===== config.mk =====
export PLATFORM = sky130hd
export DESIGN_NAME = bitsliced_serial_adder
export DESIGN_NICKNAME = d
export VERILOG_FILES = /design/src/rtl/bitsliced_serial_adder_pkg.sv /design/src/rtl/bitslice_full_adder.sv /design/src/rtl/bitsliced_serial_adder.sv
export SDC_FILE = /design/constraint.sdc
export NUM_CORES = 1
export LEC_CHECK = 0
export ABC_AREA = 1
export ABC_CLOCK_PERIOD_IN_PS = 1700
export BUFFER_PORTS_ARGS = -buffer_cell sky130_fd_sc_hd__buf_2
export CORE_UTILIZATION = 45
export CTS_CLUSTER_SIZE = 20
export DETAILED_ROUTE_END_ITERATION = 7
export GPL_ROUTABILITY_DRIVEN = 0
export PLACE_DENSITY = 0.66
export SETUP_SLACK_MARGIN = 0.3
export SLEW_MARGIN = 20
export SYNTH_ARGS = -nofsm -noshare
export SYNTH_HDL_FRONTEND = slang
export SYNTH_SLANG_ARGS = --single-unit

===== constraint.sdc =====
create_clock -name clk -period 1.7 [get_ports clk]
set_input_delay 0.34 -clock clk [delete_from_list [all_inputs] [get_ports clk]]
set_output_delay 0.34 -clock clk [all_outputs]
set_load 0.02 [all_outputs]

===== src/rtl/bitsliced_serial_adder_pkg.sv =====
// Shared types and elaboration helpers for the bit-sliced serial adder.
package adder_pkg;

    typedef enum logic [1:0] {
        IDLE,
        RUN,
        DONE
    } state_t;

    // Bit-plane index width; a single-plane adder still needs a 1-bit counter.
    function automatic int idx_width(input int nbits);
        return (nbits <= 1) ? 1 : $clog2(nbits);
    endfunction

endpackage


===== src/rtl/bitslice_full_adder.sv =====
// LANES independent full adders: one bit plane of sum and carry per call.
module bitslice_full_adder #(
    parameter int LANES = 16
) (
    input  logic [LANES-1:0] x,
    input  logic [LANES-1:0] y,
    input  logic [LANES-1:0] cin,
    output logic [LANES-1:0] s,
    output logic [LANES-1:0] cout
);

    assign s    = x ^ y ^ cin;
    assign cout = (x & y) | (x & cin) | (y & cin);

endmodule


===== src/rtl/bitsliced_serial_adder.sv =====
// Bit-serial add/subtract over bit-sliced operands: one bit plane per clock,
// LANES independent fitness cases in parallel, valid/ready on both sides.
module bitsliced_serial_adder
    import adder_pkg::*;
#(
    parameter int LANES = 16,
    parameter int NBITS = 2
) (
    input  logic                        clk,
    input  logic                        rst_n,
    input  logic                        in_valid,
    output logic                        in_ready,
    input  logic                        sub,
    input  logic [NBITS-1:0][LANES-1:0] a,
    input  logic [NBITS-1:0][LANES-1:0] b,
    output logic                        out_valid,
    input  logic                        out_ready,
    output logic [NBITS:0][LANES-1:0]   y,
    output logic                        busy
);

    localparam int IW = idx_width(NBITS);

    if (NBITS < 1 || LANES < 1) begin : g_param_check
        $error("bitsliced_serial_adder: NBITS and LANES must both be >= 1");
    end

    state_t                      state;
    logic [IW-1:0]               idx;
    logic [LANES-1:0]            carry;
    logic [NBITS-1:0][LANES-1:0] a_r;
    logic [NBITS-1:0][LANES-1:0] b_r;
    logic [NBITS-1:0][LANES-1:0] b_eff;
    logic [LANES-1:0]            a_bit;
    logic [LANES-1:0]            b_bit;
    logic [LANES-1:0]            fa_s;
    logic [LANES-1:0]            fa_c;
    logic                        last;

    // Subtraction is a + ~b + 1: invert B here, the +1 enters as the initial carry.
    always_comb begin
        for (int k = 0; k < NBITS; k++) begin
            b_eff[k] = b[k] ^ {LANES{sub}};
        end
    end

    // NOTE: every variable gets a default before the loop, otherwise a plane
    // not matched by idx would hold its value and infer a latch.
    always_comb begin
        a_bit = '0;
        b_bit = '0;
        for (int k = 0; k < NBITS; k++) begin
            if (idx == IW'(k)) begin
                a_bit = a_r[k];
                b_bit = b_r[k];
            end
        end
    end

    assign last = (idx == IW'(NBITS - 1));

    bitslice_full_adder #(
        .LANES(LANES)
    ) u_fa (
        .x   (a_bit),
        .y   (b_bit),
        .cin (carry),
        .s   (fa_s),
        .cout(fa_c)
    );

    assign in_ready  = (state == IDLE);
    assign out_valid = (state == DONE);
    assign busy      = (state != IDLE);

    // NOTE: state uses non-blocking assignments so every register samples
    // pre-edge values regardless of statement order.
    always_ff @(posedge clk or negedge rst_n) begin
        if (!rst_n) begin
            state <= IDLE;
            idx   <= '0;
            carry <= '0;
            y     <= '0;
            a_r   <= '0;
            b_r   <= '0;
        end else begin
            case (state)
                IDLE: begin
                    if (in_valid) begin
                        a_r   <= a;
                        b_r   <= b_eff;
                        carry <= {LANES{sub}};
                        idx   <= '0;
                        y     <= '0;
                        state <= RUN;
                    end
                end
                RUN: begin
                    for (int k = 0; k < NBITS; k++) begin
                        if (idx == IW'(k)) begin
                            y[k] <= fa_s;
                        end
                    end
                    carry <= fa_c;
                    if (last) begin
                        y[NBITS] <= fa_c;
                        state    <= DONE;
                    end else begin
                        idx <= idx + 1'b1;
                    end
                end
                DONE: begin
                    if (out_ready) begin
                        state <= IDLE;
                    end
                end
                default: state <= IDLE;
            endcase
        end
    end

endmodule


==> impl_metrics.yaml <==
outcome:
  status: "finished, violations left"
  failed_checks: "negative setup slack"
synthesis:
  synth_area_leaders: "dfrtp_1, nand2_1, fa_1"
  synth-seq-area-share_pct: 53.0
  synth_cells: 653
  post-synth-top-count-cell: "nand2_1"
  synth_top_area_share_pct: 53.0
  synth_edf_count: 0
  synth-main-ff-cell: "dfrtp_1"
  syn_avg_cell_area_sq_um: 9.46
  synth_fp_nets: 738
  synth.cell_area_sq_um: 6180
  ys_top_cells_by_count: "nand2_1, dfrtp_1, nor2_1"
  yosys.area.top_type: "dfrtp_1"
  async_flop_share_pct: 100
  ys_warn_count: 0
  ys_ff_latch: 131
  synth.distinct_cells: 25
sta:
  slew_viol_final: 0
  fin_crit_sh_pct: 109
  rsz0062_at_grt: "true"
  setup_viol: 29
  hold_viol_final: 0
  timing.fmax_mhz: 538
  finalWorstSetupSlack_ps: -160
  whs_ps: 103
  tightest_slew_ps: 435
  clock_skew_ps: 8.18
  maxSlewHeadroom_pct: 71.0
  setup_tns_ps: -1700
  final.min_clock_period_ps: 1860
critical_path:
  path_cells: "buf_12, mux2i_1, buf_4, fa_1, nor2_2, nand2_1, nand2_1"
  rr_worst_depth: 7
  worstSetupPathType: "flop to flop"
  cp_max_fo: 17
  worst-endpoint-required_ps: 2060
  path_common_cell: "nand2_1"
  slowest_stage: "fa_1"
  endpoint_kind: "flop"
  critPathMaxStageDelay_ps: 440
  crit_arrival_ps: 2220
  start_kind: "flop"
job:
  maxCapViolations: 0
layout:
  drive_above_1_share_pct: 42.2
  final_nets: 897
  diodes: 0
  area_growth_pct: 44.9
  fin_area_sq_um: 8960
clock_network:
  cts_tree: "built"
  htreeDepth: 4
  clock_path_buffers: 2
  cts-buffers-inserted: 17
  insertion_delay_ps: 430
  cts_root_buf: "clkbuf_16"
  cts.reportedPaths.clkPinSlew_ps: 60
  cts.sinks: 131
drt:
  drt-total-wl_mm: 17.4
  route.detailed.drc: 0
  ant_nets: 0
  vias: 5082
  via_per_inst: 5.08
  drt_iter0_markers: 318
  firstDrtPassIters: 5
  wl_per_cell_microns: 17.4
floorplanning:
  io_pins: 120
  rows: 42
  die-height_microns: 119
  fp.dieW_microns: 119
  start_util_pct: 46.5
  die_area_sq_um: 14200
  core_sq_um: 13300
global_routing:
  antenna_found_initial: 0
  grt_pass1_vias: 4697
  grt_pass1_wl_mm: 24.7
  grt-ovfl-total: 0
  grt_max_degree: 48
  grt.total_usage_pct: 23.3
power:
  power.density_nw_per_um2: 2150
  p_leak_nw: 4.52
  power_w: 0.0192
  max-vdd-ir-drop_v: 0.000916
place:
  post_dp_cell_area_sq_um: 7050
  place_ws_ps: -128
  io_buffer_count: 119
  detailed_place_hpwl_mm: 10.9
min_path:
  worstHoldPathType: "input port to flop"
  whs_path_depth: 2
## worst paths after layout
path                              startpoint                    to  slack, ps
min in group asynchronous              rst_n     y[16]$_DFFE_PN0P_        400
hold / removal                     out_ready  state[1]$_DFFE_PN0P_        100
setup reg to reg             idx$_DFFE_PN0P_     y[17]$_DFFE_PN0P_       -160
setup / recovery             idx$_DFFE_PN0P_     y[17]$_DFFE_PN0P_       -160
hold reg to reg            y[32]$_DFFE_PN0P_     y[32]$_DFFE_PN0P_        460
max in group asynchronous              rst_n    b_r[7]$_DFFE_PN0P_        670
## layout make-up
class / instances / area, sq um
Sequential cell: 131 / 3280
Clock buffer: 22 / 464
Tap cell: 176 / 220
Timing Repair Buffer: 176 / 1460
Clock inverter: 10 / 203
Fill cell: 987 / 4340
Multi-Input combinational cell: 464 / 3240
Inverter: 22 / 90.1
## what timing repair did
item / 4_1_cts / 5_1_grt
endpoints found under the setup margin: 67 / 119
hold buffers: 1 / 0
cloned: 0 / 15
setup buffers: 6 / 14
pin swaps: 5 / 39
endpoints found under the hold margin: 26 / 0
resized for setup: 31 / 171
## metrics by stage
| stage | cells | util [%] |
|---|---|---|
| CTS | 972 | 59.5 |
| global placement | 933 | 53.0 |
| floorplan | 653 | - |
| finish | 1001 | 67.4 |
| global route | 1001 | 67.4 |
| detailed placement | 933 | 53.0 |
## power by group
group	internal (W)	total (W)	switching [W]
clock	0.00282	0.00413	0.00132
combinational	0.00424	0.00927	0.00503
sequential	0.00447	0.00584	0.00137
## critical path: cells and delay by family, from the launching register on
kind	cells	cell delay, ps
muxes	1	290
and+or+nand+nor	3	270
DFF	1	410
buffers and inverters	2	370
adders and majority gates	1	440
## cell usage in the layout, fill, tap and decap left out, types with 17 or more instances in the layout
cell,instances
o21ai_2,17
buf_2,115
nand2_2,40
clkbuf_16,27
xnor2_1,32
nand2_4,40
buf_4,24
inv_1,18
nor2_1,24
dfrtp_1,128
nand2_1,199
## cells by family after synthesis
logic type | synth area share [%]
simple gates | 23.4
flops | 53.0
buf+inv | 5.61
compound gates | 3.00
xor+xnor | 4.54
mux | 5.18
fa+ha+maj | 5.18
## layer usage
| metal | GRT usage [%] | vias to the layer above | wire length [microns] |
|---|---|---|---|
| met4 | 10.6 | 0 | 446 |
| met1 | 32.4 | 2484 | 7490 |
| met3 | 4.17 | 35 | 1120 |
| met2 | 35.5 | 205 | 8310 |
| met5 | 0 | - | 0 |
| li1 | - | 2358 | - |
## registers in the layout (all words and copies together) (netlist names)
register	cells
state	2
y	48
a_r	32
carry	16
idx	1
b_r	32
(Power assumes the default switching activity.)
